--- src/rtl/tt_eval_pkg.sv ---
// Shared types and constants for the programmable truth-table evaluator.
package tt_eval_pkg;

  typedef enum logic [1:0] {
    IDLE,
    SWEEP,
    DRAIN
  } state_t;

  localparam int unsigned TAG_W = 1;
  localparam logic [TAG_W-1:0] TAG_EXT   = '0;
  localparam logic [TAG_W-1:0] TAG_SWEEP = TAG_W'(1);

  // Reset table: 16'hFC79, with bits beyond 2**n_in cleared so small tables truncate cleanly.
  function automatic logic [255:0] tt_default(input int unsigned n_in);
    logic [255:0] v;
    v = 256'(16'hFC79);
    for (int unsigned k = 0; k < 256; k++) begin
      if (k >= (32'd1 << n_in)) v[k] = 1'b0;
    end
    return v;
  endfunction

endpackage

--- src/rtl/tt_pipe_stage.sv ---
// Single-entry valid/ready register slice; data holds while the downstream side stalls.
module tt_pipe_stage #(
  parameter int unsigned W = 8
) (
  input  logic         clk,
  input  logic         rst,
  input  logic         in_valid,
  output logic         in_ready,
  input  logic [W-1:0] in_data,
  output logic         out_valid,
  input  logic         out_ready,
  output logic [W-1:0] out_data
);

  assign in_ready = !out_valid || out_ready;

  always_ff @(posedge clk or posedge rst) begin
    if (rst) begin
      out_valid <= 1'b0;
      out_data  <= '0;
    end else if (in_ready) begin
      out_valid <= in_valid;
      if (in_valid) out_data <= in_data;
    end
  end

endmodule

--- src/rtl/tt_logic_eval.sv ---
// Runtime-programmable N-input truth-table evaluator with a 2-stage valid/ready
// pipeline and an in-system sweep engine that counts the table's ones.
module tt_logic_eval
  import tt_eval_pkg::*;
#(
  parameter int unsigned     N_IN       = 4,
  parameter int unsigned     TT_W       = 2 ** N_IN,
  parameter logic [TT_W-1:0] TT_DEFAULT = TT_W'(tt_default(N_IN))
) (
  input  logic            clk,
  input  logic            rst,
  input  logic            cfg_we,
  input  logic [TT_W-1:0] cfg_tt,
  output logic            cfg_err,
  input  logic            in_valid,
  output logic            in_ready,
  input  logic [N_IN-1:0] in_vec,
  output logic            out_valid,
  input  logic            out_ready,
  output logic            out_bit,
  output logic [N_IN-1:0] out_vec,
  output logic            out_sweep,
  input  logic            sweep_start,
  output logic            sweep_busy,
  output logic            sweep_done,
  output logic [N_IN:0]   sweep_ones
);

  localparam int unsigned S1_W = N_IN + TAG_W;
  localparam int unsigned S2_W = 1 + N_IN + TAG_W;

  state_t          state;
  logic [TT_W-1:0] tt;
  logic [N_IN-1:0] cnt;
  logic [N_IN:0]   acc;

  logic             s1_in_valid, s1_in_ready, s1_valid;
  logic             s2_in_ready, s2_valid;
  logic [S1_W-1:0]  s1_in_data, s1_data;
  logic [S2_W-1:0]  s2_in_data, s2_data;
  logic [N_IN-1:0]  s1_vec;
  logic [TAG_W-1:0] s1_tag, out_tag;
  logic             out_fire, last_fire, cfg_ok;

  // The sweep engine owns S1's input while busy; external vectors only enter from IDLE.
  always_comb begin
    s1_in_valid = 1'b0;
    s1_in_data  = '0;
    if (state == SWEEP) begin
      s1_in_valid = 1'b1;
      s1_in_data  = {cnt, TAG_SWEEP};
    end else if (state == IDLE) begin
      s1_in_valid = in_valid;
      s1_in_data  = {in_vec, TAG_EXT};
    end
  end

  assign in_ready = (state == IDLE) && s1_in_ready;

  tt_pipe_stage #(.W(S1_W)) u_s1 (
    .clk       (clk),
    .rst       (rst),
    .in_valid  (s1_in_valid),
    .in_ready  (s1_in_ready),
    .in_data   (s1_in_data),
    .out_valid (s1_valid),
    .out_ready (s2_in_ready),
    .out_data  (s1_data)
  );

  assign {s1_vec, s1_tag} = s1_data;
  assign s2_in_data       = {tt[s1_vec], s1_vec, s1_tag};

  tt_pipe_stage #(.W(S2_W)) u_s2 (
    .clk       (clk),
    .rst       (rst),
    .in_valid  (s1_valid),
    .in_ready  (s2_in_ready),
    .in_data   (s2_in_data),
    .out_valid (s2_valid),
    .out_ready (out_ready),
    .out_data  (s2_data)
  );

  assign {out_bit, out_vec, out_tag} = s2_data;
  assign out_sweep = |out_tag;
  assign out_valid = s2_valid;

  assign out_fire  = out_valid && out_ready;
  assign last_fire = out_fire && out_sweep && (out_vec == '1);
  assign cfg_ok    = (state == IDLE) && !s1_valid && !s2_valid;

  always_ff @(posedge clk or posedge rst) begin
    if (rst) begin
      state      <= IDLE;
      tt         <= TT_DEFAULT;
      cnt        <= '0;
      acc        <= '0;
      cfg_err    <= 1'b0;
      sweep_busy <= 1'b0;
      sweep_done <= 1'b0;
      sweep_ones <= '0;
    end else begin
      cfg_err    <= cfg_we && !cfg_ok;
      sweep_done <= 1'b0;
      if (cfg_we && cfg_ok) tt <= cfg_tt;
      if (out_fire && out_sweep && out_bit) acc <= acc + {{N_IN{1'b0}}, 1'b1};
      case (state)
        IDLE: begin
          if (sweep_start) begin
            state      <= SWEEP;
            cnt        <= '0;
            acc        <= '0;
            sweep_busy <= 1'b1;
          end
        end
        SWEEP: begin
          if (s1_in_ready) begin
            cnt <= cnt + {{(N_IN-1){1'b0}}, 1'b1};
            if (cnt == '1) state <= DRAIN;
          end
        end
        DRAIN: begin
          // The final result is still in flight in acc, so fold its bit in here.
          if (last_fire) begin
            sweep_ones <= acc + {{N_IN{1'b0}}, out_bit};
            sweep_done <= 1'b1;
            sweep_busy <= 1'b0;
            state      <= IDLE;
          end
        end
        default: state <= IDLE;
      endcase
    end
  end

endmodule
--- config.mk ---
export PLATFORM = sky130hd
export DESIGN_NAME = tt_logic_eval
export DESIGN_NICKNAME = d
export VERILOG_FILES = /design/src/rtl/tt_eval_pkg.sv /design/src/rtl/tt_pipe_stage.sv /design/src/rtl/tt_logic_eval.sv
export SDC_FILE = /design/constraint.sdc
export NUM_CORES = 1
export LEC_CHECK = 0
export ABC_AREA = 1
export BUFFER_PORTS_ARGS = -buffer_cell sky130_fd_sc_hd__buf_2
export CAP_MARGIN = 20
export CORE_AREA = 2 2 110 69
export CTS_CLUSTER_SIZE = 12
export DETAILED_ROUTE_END_ITERATION = 12
export DIE_AREA = 0 0 112 71
export HOLD_SLACK_MARGIN = 0.12
export PLACE_DENSITY = 0.6
export SYNTH_ARGS = -nofsm -noshare
export SYNTH_HDL_FRONTEND = slang
export SYNTH_SLANG_ARGS = --single-unit
--- constraint.sdc ---
create_clock -name clk -period 1.29 [get_ports clk]
set_input_delay 0.129 -clock clk [delete_from_list [all_inputs] [get_ports clk]]
set_output_delay 0.129 -clock clk [all_outputs]
set_load 0.05 [all_outputs]
==> metrics.md, run 1 <==
| Metric | Value |
|---|---|
| Register share of total power | `36.3%` |
| Total grt overflow | `0` |
| DR iter-0 viols | `89` |
| Clock buffer depth | `2` |
| Status | `complete, but fails checks` |
| EDFF count, synth | `0` |
| Pleak | `1.583 nW` |
| Initial antenna violation count | `0` |
| # IOs | `42` |
| Slew HR | `71.18%` |
| Top_reg_cell synth | `dfrtp_1` |
| Clk_skew | `7.154 ps` |
| Final setup margin | `-12.62 ps` |
| Crit-path max FO | `2` |
| Crit. End Element | `output pin` |
| GR Util All Layers | `13.94%` |
| Row cnt | `24` |
| Startpoint Class | `flip-flop` |
| Comb pwr share | `46.4%` |
| Worst endpoint required time | `1160 ps` |
| Hold Vio Cnt, Final | `0` |
| Sw frac | `40.79%` |
| Min Hold Slack | `160.8 ps` |
| CTS tree | `built` |
| Psw | `2.948 mW` |
| Post-layout nets | `376` |
| Post-DP HPWL | `3931 microns` |
| Final Wtd Congestion | `0.8314` |
| CTS buffer count | `5` |
| Number of port buffers | `41` |
| Area Growth Syn to Fin | `48.72%` |
| Total wire length | `5694 microns` |
| Inst Count DP | `402` |
| Largest net degree at the start of global routing | `49` |
| Async SR Flop Fraction | `100.0%` |
| Total chip power | `7.226 mW` |
| Non-Filler Instances | `438` |
| FILL cells | `698` |
| Pint | `4.279 mW` |
| Worst Hold Class | `input port to flip-flop` |
| First-pass GRT wire length | `9004 microns` |
| CP arrival | `1170 ps` |
| Post-Synthesis Cells | `259` |
| Power share of the clock group | `17.3%` |
| Worst VDD drop | `1498 uV` |
| DRC Markers | `0` |
| CTS H-tree lvls | `2` |
| Vias/cell | `4.473` |
| Core area | `7027 sq um` |
| Mapped Area | `2242 sq um` |
| Root Driver | `clkbuf_16` |
| Syn. warnings | `0` |
| Pre-CTS setup slack | `-0.5430 ps` |
| PwrDens | `2167 nW/um^2` |
| RSZ-0062 raised after global routing | `yes` |
| # setup viols final | `2` |
| CTS clk-pin slew, worst paths | `70 ps` |
| Slew @ Worst Pin | `431.1 ps` |
| # Max-Cap Violations | `0` |
| Failing checks | `negative setup slack` |
| Clock Latency Late Sink | `280 ps` |
| Yosys cell types | `25` |
| Post-route ant nets | `0` |
| Routed WL per cell | `13.00 microns` |
| Clk sinks | `48` |
| Vias in the first global route | `1,930` |
| Setup tns final | `-17.27 ps` |
| Synthesized area per cell | `8.657 sq um` |
| Mapped Nets | `289` |
| Final Max Slew Viols | `0` |
| Initial Utilization | `31.91%` |
| Fraction of layout cells with a size suffix above 1 | `38.62%` |
| Via count | `1,959` |
| FMAX | `0.7677 GHz` |
| 1st-pass router iterations | `4` |
| Chip height | `71 microns` |
| Synthesized flop and latch total | `48` |
| Die Wd | `112 microns` |
| Fin crit share | `101.0%` |
| Antenna Cells | `0` |
| Final min period | `1303 ps` |
| Sequential share of the synthesized area | `54.19%` |
| Worst Path Class, Setup | `flip-flop to output pin` |
| Die footprint | `7952 sq um` |
layout by cell type (no fill, tap or decap), drive strengths merged, types with 4 or more instances in the layout:
cell type	Yosys	final
nand2	64	64
buf	3	63
dfrtp	37	37
nor2	30	30
inv	30	29
nand3	23	24
o21ai	21	21
dlygate4sd3	0	18
a21oi	18	18
dfstp	11	11
clkbuf	1	9
mux2	6	6
xor2	4	4
ha	4	4
synthesized netlist by cell type (3+ instances only):
cell type | count | area [sq um]
buf_2 | 3 | 15.01
nor2_1 | 27 | 101.4
nand3_1 | 22 | 110.1
a21oi_1 | 18 | 90.09
mux2_1 | 5 | 56.30
dfrtp_1 | 37 | 925.9
xor2_1 | 4 | 35.03
inv_2 | 3 | 11.26
inv_1 | 27 | 101.4
ha_1 | 4 | 50.05
nand2_1 | 63 | 236.5
o21ai_0 | 21 | 105.1
dfstp_2 | 11 | 289.0
cell type report:
cell class,count,area [sq um],share of cell area [%]
well taps,91,113.9,3.415
inverters,31,120.1,3.602
clock inverters,1,5.005,0.1501
clock buffers,7,132.6,3.977
repair buffers,83,646.9,19.40
flip-flops and latches,48,1224,36.70
multi-input cells,177,1092,32.76
worst max-delay path, cell delays in order (launching register included):
cell     delay, ps
dfrtp_1        400
nor2_4         140
buf_6          120
nand2_4         40
inv_2           60
buf_8          130
kinds of logic (layout without fill, tap and decap cells):
family | after synthesis | after routing | share of synthesized area (%)
AND/OR/NAND/NOR | 120 | 121 | 23.05
flip-flops | 48 | 48 | 54.19
AO/OA/AOI/OAI | 42 | 42 | 9.933
buffers and inverters | 35 | 122 | 6.026
multiplexers | 6 | 6 | 3.013
adder cells (fa/ha/maj) | 4 | 4 | 2.232
XOR/XNOR | 4 | 4 | 1.562
routing by layer:
layer	vias up	part of all wire, %	track usage, %
met2	37	38	19.19
met4	0	0.23	2.439
met3	2	5.8	4.113
met5	-	0	0
li1	1011	-	-
met1	909	56	21.78
flip-flops by register name, summed over array words and instances, names as in the netlist:
name and flops:
tt 16, u_s2.out_data 6, acc 5, sweep_ones 5, u_s1.out_data 5, cnt 4
state 2, cfg_err 1, sweep_busy 1, sweep_done 1, u_s1.out_valid 1, u_s2.out_valid 1
power groups by stage:
stage / Clock [mW] / Sequential [mW] / Combinational [mW]
5_1_grt: 1.34 / 2.69 / 3.74
3_5_place_dp: 0 / 2.62 / 2.87
6_report: 1.25 / 2.62 / 3.35
3_3_place_gp: 0 / 2.60 / 2.80
4_1_cts: 1.30 / 2.60 / 3.05
2_1_floorplan: 0 / 2.92 / 1.61
path summary, 6_finish.rpt:
check | from | to | slack, ps | cells after the start
max in group asynchronous | rst | tt[3]$_DFFE_PP1P_ | 550 | 4
min in group asynchronous | rst | sweep_done$_DFF_PP0_ | 440 | 4
max | state[1]$_DFFE_PP0P_ | in_ready | -10 | 5
max reg2reg | state[1]$_DFFE_PP0P_ | tt[8]$_DFFE_PP0P_ | 0 | 4
min reg2reg | tt[15]$_DFFE_PP1P_ | tt[15]$_DFFE_PP1P_ | 480 | 2
min | out_ready | u_s2.out_valid$_DFFE_PP0P_ | 160 | 4
timing repair:
action                                  4_1_cts  5_1_grt
hold buffers                                 18        0
gates cloned                                  0        4
resized for setup                            12       47
pin swaps                                     3        9
endpoints found under the setup margin        4       33
endpoints found under the hold margin        54        0
setup buffers                                 2        4
stage by stage:
step,instance area (sq um),util [%]
2_1_floorplan,2282,-
3_3_place_gp,2708,38.53
3_5_place_dp,2708,38.53
4_1_cts,3075,43.77
5_1_grt,3334,47.45
6_report,3334,47.45
No activity file was read; power rests on OpenSTA's default activity.
==> run 2: changes to the inputs <==
- PLACE_DENSITY: 0.6 -> 0.58
- TNS_END_PERCENT: unset -> 5
- clock period: 1.29 -> 1.3 ns (I/O delays scaled with it)
==> run 2 against run 1 <==
Effect of this change: the flow still finishes with violations (negative setup slack); register-to-register slack barely moved; sequential power hardly changed; hold slack worse by 28 ps; design area down 6.2%; cell count decreased by 2.1%; power decreased by 2.8%; first-iteration DRC count fell by 48%; critical path type unchanged; largest cell class unchanged.
==> metrics.md, run 2 (synthesis gave the netlist of run 1 again) <==
| Metric | Value |
|---|---|
| Status | `complete, but fails checks` |
| Failing checks | `negative setup slack` |
| Area Growth Syn to Fin | `39.51%` |
| Crit path cell chain | `nor2_4 -> buf_6 -> nand2_2 -> inv_2 -> buf_8` |
| Slew @ Worst Pin | `305.8 ps (-125.3 ps)` |
| Initial Utilization | `31.91% (unchanged)` |
| Uppermost routed layer | `met4` |
| CP bufs+invs | `3 (unchanged)` |
| M1 WL | `2874 microns (-9.7%)` |
| Clock Latency Late Sink | `290 ps (about the same)` |
| Total grt overflow | `0 (unchanged)` |
| Antenna Cells | `0 (unchanged)` |
| Clk sinks | `48 (unchanged)` |
| Met2 routed WL | `1929 microns (-11%)` |
| Vias/cell | `4.429 (-0.98%)` |
| Total wire length | `5158 microns (-9.4%)` |
| Post-DP HPWL | `3933 microns (about the same)` |
| Pleak | `1.511 nW (-4.6%)` |
| CTS H-tree lvls | `2 (unchanged)` |
| FMAX | `0.7653 GHz` |
| Setup tns final | `-6.681 ps (+10.59 ps)` |
| Final min period | `1307 ps` |
| CTS tree | `built` |
| Post-layout nets | `367 (-2.4%)` |
| # IOs | `42 (unchanged)` |
| CP delay by family, top | `flip-flops` |
| Final Instance Area | `3128 sq um (-6.2%)` |
| Final Max Slew Viols | `0 (unchanged)` |
| Fin crit share | `100.5%` |
| Number of flip-flops in the largest register | `16 (unchanged)` |
| Startpoint Class | `flip-flop` |
| Clock buffer depth | `2 (unchanged)` |
| Hold Vio Cnt, Final | `0 (unchanged)` |
| Most frequent cells in the layout | `61 x nand2_1, 40 x buf_2, 31 x dfrtp_1` |
| Crit. End Element | `output pin` |
| Largest net degree at the start of global routing | `30 (-39%)` |
| DR iter-0 viols | `46 (-48%)` |
| Chip height | `71 microns (unchanged)` |
| Worst Path Class, Setup | `flip-flop to output pin` |
| DRC Markers | `0 (unchanged)` |
| Routed WL per cell | `12.02 microns (-7.5%)` |
| Final setup margin | `-6.681 ps (+5.938 ps)` |
| Worst Hold Class | `input port to flip-flop` |
| Post-route ant nets | `0 (unchanged)` |
| Post-DP Area | `2695 sq um (-0.46%)` |
| Initial antenna violation count | `0 (unchanged)` |
| CTS buffer count | `5 (unchanged)` |
| Final Wtd Congestion | `0.8187 (-1.5%)` |
| First-pass GRT wire length | `8707 microns (-3.3%)` |
| GR Util All Layers | `13.84% (-0.10 points)` |
| FILL cells | `721 (+3.3%)` |
| Reg with most FFs | `tt` |
| Core area | `7027 sq um (unchanged)` |
| # setup viols final | `1 (-1)` |
| Storage cell area | `1222 sq um (-0.10%)` |
| Slew HR | `79.52% (+8.3 points)` |
| Row cnt | `24 (unchanged)` |
| Fraction of layout cells with a size suffix above 1 | `30.77% (-7.8 points)` |
| CTS clk-pin slew, worst paths | `60 ps (about the same)` |
| Die Wd | `112 microns (unchanged)` |
| Max stage delay on crit path | `400 ps (about the same)` |
| # Max-Cap Violations | `0 (unchanged)` |
| Crit-path max FO | `2 (unchanged)` |
| CP arrival | `1180 ps (about the same)` |
| Multi-input logic area | `955.9 sq um (-12%)` |
| Root Driver | `clkbuf_16` |
| RSZ-0062 raised after global routing | `yes` |
| Commonest non-fill, non-tap cell in the layout | `nand2_1` |
| Vias in the first global route | `1,784 (-7.6%)` |
| Via count | `1,900 (-3.0%)` |
| Total chip power | `7.023 mW (-2.8%)` |
| Worst endpoint required time | `1170 ps (about the same)` |
| Metal3 WL | `309 microns (-6.9%)` |
| PwrDens | `2245 nW/um^2 (+3.6%)` |
| Worst VDD drop | `897.5 uV (-40%)` |
| Number of port buffers | `41 (unchanged)` |
| Slowest CP cell | `dfrtp_1` |
| Clk_skew | `3.877 ps (-3.277 ps)` |
| 1st-pass router iterations | `4 (unchanged)` |
| Die footprint | `7952 sq um (unchanged)` |
| Top flop regs | `tt (16), u_s2.out_data (6)` |
[run 2: cell count changes in the layout (fill, tap and decap cells not counted), moves of 3 or more]
cell	change
o21ai_1	-3
nor2_4	-7
a21oi_1	+7
mux2_4	-3
a21oi_2	-6
mux2_1	+3
buf_4	-5
nor2_1	+9
o21ai_0	+3
[run 2: cell type report]
type,count,area share (%)
tap,91,3.640
timing repair buffer,75,17.52
clock inverter,2,1.120
sequential,48,39.08
inverter,31,3.960
multi-input combinational,176,30.56
clock buffer,6,4.120
[run 2: timing repair]
action	in CTS	in global routing
setup buffers	1	0
pin swaps	1	3
endpoints found under the hold margin	58	0
hold buffers	18	0
setup endpoints to repair	5	31
gates resized for setup	10	17
[run 2: power by group]
part	switching, mW	internal (mW)
sequential	0.411	2.19
combinational	1.83	1.14
clock	0.546	0.905
[run 2: metrics by stage]
| step | hold WS [ps] | utilization [%] | cells | setup WS (ps) |
|---|---|---|---|---|
| floorplan | 155.4 | - | 259 | -21.64 |
| global placement | 99.23 | 38.35 | 402 | 24.91 |
| detailed placement | 102.7 | 38.35 | 402 | -14.51 |
| CTS | 135.8 | 43.75 | 429 | -26.19 |
| global route | 148.5 | 44.52 | 429 | -70.12 |
| finish | 132.9 | 44.52 | 429 | -6.681 |
[run 2: worst paths after layout]
kind | slack, ps | cells past startpoint | end | start
min in group asynchronous | 340 | 3 | u_s2.out_data[3]$_DFFE_PP0P_ | rst
hold / removal | 130 | 2 | cfg_err$_DFF_PP0_ | cfg_we
setup / recovery | -7 | 5 | in_ready | state[1]$_DFFE_PP0P_
max in group asynchronous | 460 | 4 | tt[6]$_DFFE_PP1P_ | rst
setup reg to reg | 10 | 6 | u_s1.out_data[1]$_DFFE_PP0P_ | state[1]$_DFFE_PP0P_
hold reg to reg | 470 | 2 | u_s1.out_data[0]$_DFFE_PP0P_ | u_s1.out_data[0]$_DFFE_PP0P_
[run 2: metal layers]
layer	GRT usage, %	vias up
li1	-	991
met1	21.81	864
met2	18.52	37
met3	4.113	8
met4	2.981	0
met5	0	-
==> run 3: changes to the inputs <==
- CTS_CLUSTER_DIAMETER: unset -> 200
- REMOVE_ABC_BUFFERS: unset -> 1
==> run 3 against run 2 <==
Effect of this change: the flow still finishes with violations (negative setup slack); register-to-register slack improved by 40 ps; critical path depth decreased by 1; via count increased by 2.2%; core utilization fell by 0.45 points; sequential power down 2%; clock power barely moved; hold slack gained 26 ps; global-route usage rose by 0.54 points; largest cell class unchanged; highest routed layer unchanged.
==> metrics.md, run 3 (synthesis gave the netlist of run 1 again) <==
| Metric | Value |
|---|---|
| Status | `complete, but fails checks` |
| Failing checks | `negative setup slack` |
| Area Growth Syn to Fin | `38.11%` |
| Chip height | `71 microns (unchanged)` |
| Startpoint Class | `flip-flop` |
| Slew @ Worst Pin | `426.6 ps (+120.8 ps)` |
| Post-layout nets | `370 (+0.82%)` |
| Root Driver | `clkbuf_16` |
| Worst VDD drop | `1329 uV (+48%)` |
| Antenna Cells | `0 (unchanged)` |
| Total grt overflow | `0 (unchanged)` |
| Routed WL per cell | `12.31 microns (+2.4%)` |
| CTS tree | `built` |
| Clk_skew | `7.732 ps (+3.855 ps)` |
| Final Max Slew Viols | `0 (unchanged)` |
| Hold Vio Cnt, Final | `0 (unchanged)` |
| Fraction of layout cells with a size suffix above 1 | `29.91% (-0.86 points)` |
| Clock buffer depth | `2 (unchanged)` |
| Initial Utilization | `31.91% (unchanged)` |
| Post-DP HPWL | `4127 microns (+4.9%)` |
| Vias/cell | `4.495 (+1.5%)` |
| Final Wtd Congestion | `0.7913 (-3.3%)` |
| RSZ-0062 raised after global routing | `yes` |
| Max stage delay on crit path | `410 ps (about the same)` |
| Post-route ant nets | `0 (unchanged)` |
| PwrDens | `2274 nW/um^2 (+1.3%)` |
| Number of flip-flops in the largest register | `16 (unchanged)` |
| # Max-Cap Violations | `0 (unchanged)` |
| # setup viols final | `1 (unchanged)` |
| Clock Latency Late Sink | `290 ps (about the same)` |
| Most frequent cells in the layout | `62 x nand2_1, 40 x buf_2, 36 x dfrtp_1` |
| Die footprint | `7952 sq um (unchanged)` |
| FILL cells | `710 (-1.5%)` |
| DRC Markers | `0 (unchanged)` |
| Initial antenna violation count | `0 (unchanged)` |
| CTS buffer count | `5 (unchanged)` |
| Largest net degree at the start of global routing | `24 (-20%)` |
| CTS H-tree lvls | `2 (unchanged)` |
| Crit-path max FO | `4 (+2)` |
| # IOs | `42 (unchanged)` |
| Via count | `1,942 (+2.2%)` |
| Pre-CTS setup slack | `-32.76 ps (-18.26 ps)` |
| First-pass GRT wire length | `8990 microns (+3.3%)` |
| Crit path cell chain | `nor2_4 -> nand2_1 -> inv_1 -> buf_6` |
| Vias in the first global route | `1,845 (+3.4%)` |
| Worst Hold Class | `input port to flip-flop` |
| Row cnt | `24 (unchanged)` |
| Fin crit share | `102.1% (+1.6 points)` |
| Slew HR | `71.48% (-8.0 points)` |
| Core area | `7027 sq um (unchanged)` |
| Clk sinks | `48 (unchanged)` |
| Worst Path Class, Setup | `flip-flop to output pin` |
| Slowest CP cell | `dfrtp_1` |
| 1st-pass router iterations | `5 (+1)` |
| Number of port buffers | `41 (unchanged)` |
| Top flop regs | `tt (16), u_s2.out_data (6)` |
| Total wire length | `5320 microns (+3.1%)` |
| Pleak | `1.533 nW (+1.5%)` |
| Final setup margin | `-27.05 ps (-20.37 ps)` |
| Worst endpoint required time | `1170 ps (about the same)` |
| Reg with most FFs | `tt` |
| Final Core Density | `44.07% (-0.45 points)` |
| FMAX | `0.7536 GHz (-1.5%)` |
| Final min period | `1327 ps (+20.37 ps)` |
| CP arrival | `1200 ps (+20 ps)` |
| DR iter-0 viols | `62 (+35%)` |
| Crit. End Element | `output pin` |
| Commonest non-fill, non-tap cell in the layout | `nand2_1` |
| CTS clk-pin slew, worst paths | `70 ps (about the same)` |
| Die Wd | `112 microns (unchanged)` |
| GR Util All Layers | `14.38% (+0.54 points)` |
==> run 3: cell count changes in the layout (fill, tap and decap cells not counted), sizes merged <==
| cell | previous run | this run |
|---|---|---|
| clkinv | 1 | 2 |
| clkinvlp | 2 | 0 |
| inv | 29 | 30 |
| buf | 57 | 60 |
==> run 3: stage by stage <==
step | instance area (sq um) | power (mW) | setup TNS (ps) | std cells | hold slack, ps
CTS | 3054 | 6.960 | -110.5 | 432 | 152.0
global placement | 2690 | 5.339 | 0 | 405 | 130.4
finish | 3097 | 7.043 | -27.05 | 432 | 158.8
floorplan | 2223 | 4.395 | -4630 | 255 | 236.9
global route | 3097 | 7.603 | -670.1 | 432 | 147.9
detailed placement | 2690 | 5.411 | -98.36 | 405 | 141.1
==> run 3: worst paths after layout <==
| kind | start | endpoint | slack [ps] | depth (start not counted) |
|---|---|---|---|---|
| worst max-delay path | state[1]$_DFFE_PP0P_ | in_ready | -30 | 4 |
| worst min-delay path | cfg_we | cfg_err$_DFF_PP0_ | 160 | 2 |
| worst max register to register | acc[0]$_DFF_PP0_ | sweep_ones[4]$_DFFE_PP0P_ | 50 | 6 |
| worst min register to register | tt[11]$_DFFE_PP1P_ | tt[11]$_DFFE_PP1P_ | 480 | 2 |
| max in group asynchronous | rst | sweep_busy$_DFFE_PP0P_ | 460 | 4 |
| min in group asynchronous | rst | tt[2]$_DFFE_PP0P_ | 370 | 3 |
==> run 3: layout make-up <==
| cell class | instances | area, sq um | share of cell area, % |
|---|---|---|---|
| inverters | 31 | 116.4 | 3.758 |
| multi-input cells | 176 | 932.1 | 30.10 |
| clock inverters | 2 | 35.03 | 1.131 |
| well taps | 91 | 113.9 | 3.677 |
| repair buffers | 78 | 554.3 | 17.90 |
| flip-flops and latches | 48 | 1216 | 39.27 |
| clock buffers | 6 | 128.9 | 4.162 |
==> run 3: report_power, final <==
group	internal (mW)	leakage, nW	total [mW]	switching [mW]
clock	0.905	0.0808	1.46	0.551
sequential	2.17	0.566	2.54	0.369
combinational	1.15	0.887	3.05	1.90
==> run 3: worst max-delay path, delay by kind of cell, from the launching register on <==
family                 cells  cell delay (ps)
AND/OR/NAND/NOR            2              280
buffers and inverters      2              220
flip-flops                 1              410
==> run 3: layer usage <==
layer	vias up	track usage (%)	wire length [microns]
li1	1000	-	-
met4	0	4.607	65
met2	46	17.71	1933
met3	9	4.284	280
met1	887	23.29	3041
met5	-	0	0
==> run 3: what timing repair did <==
item | CTS | global route
setup buffers | 1 | 0
gates cloned | 0 | 0
pin swaps | 1 | 3
hold buffers | 18 | 0
gates resized for setup | 4 | 18
hold endpoints to repair | 21 | 0
endpoints found under the setup margin | 10 | 36
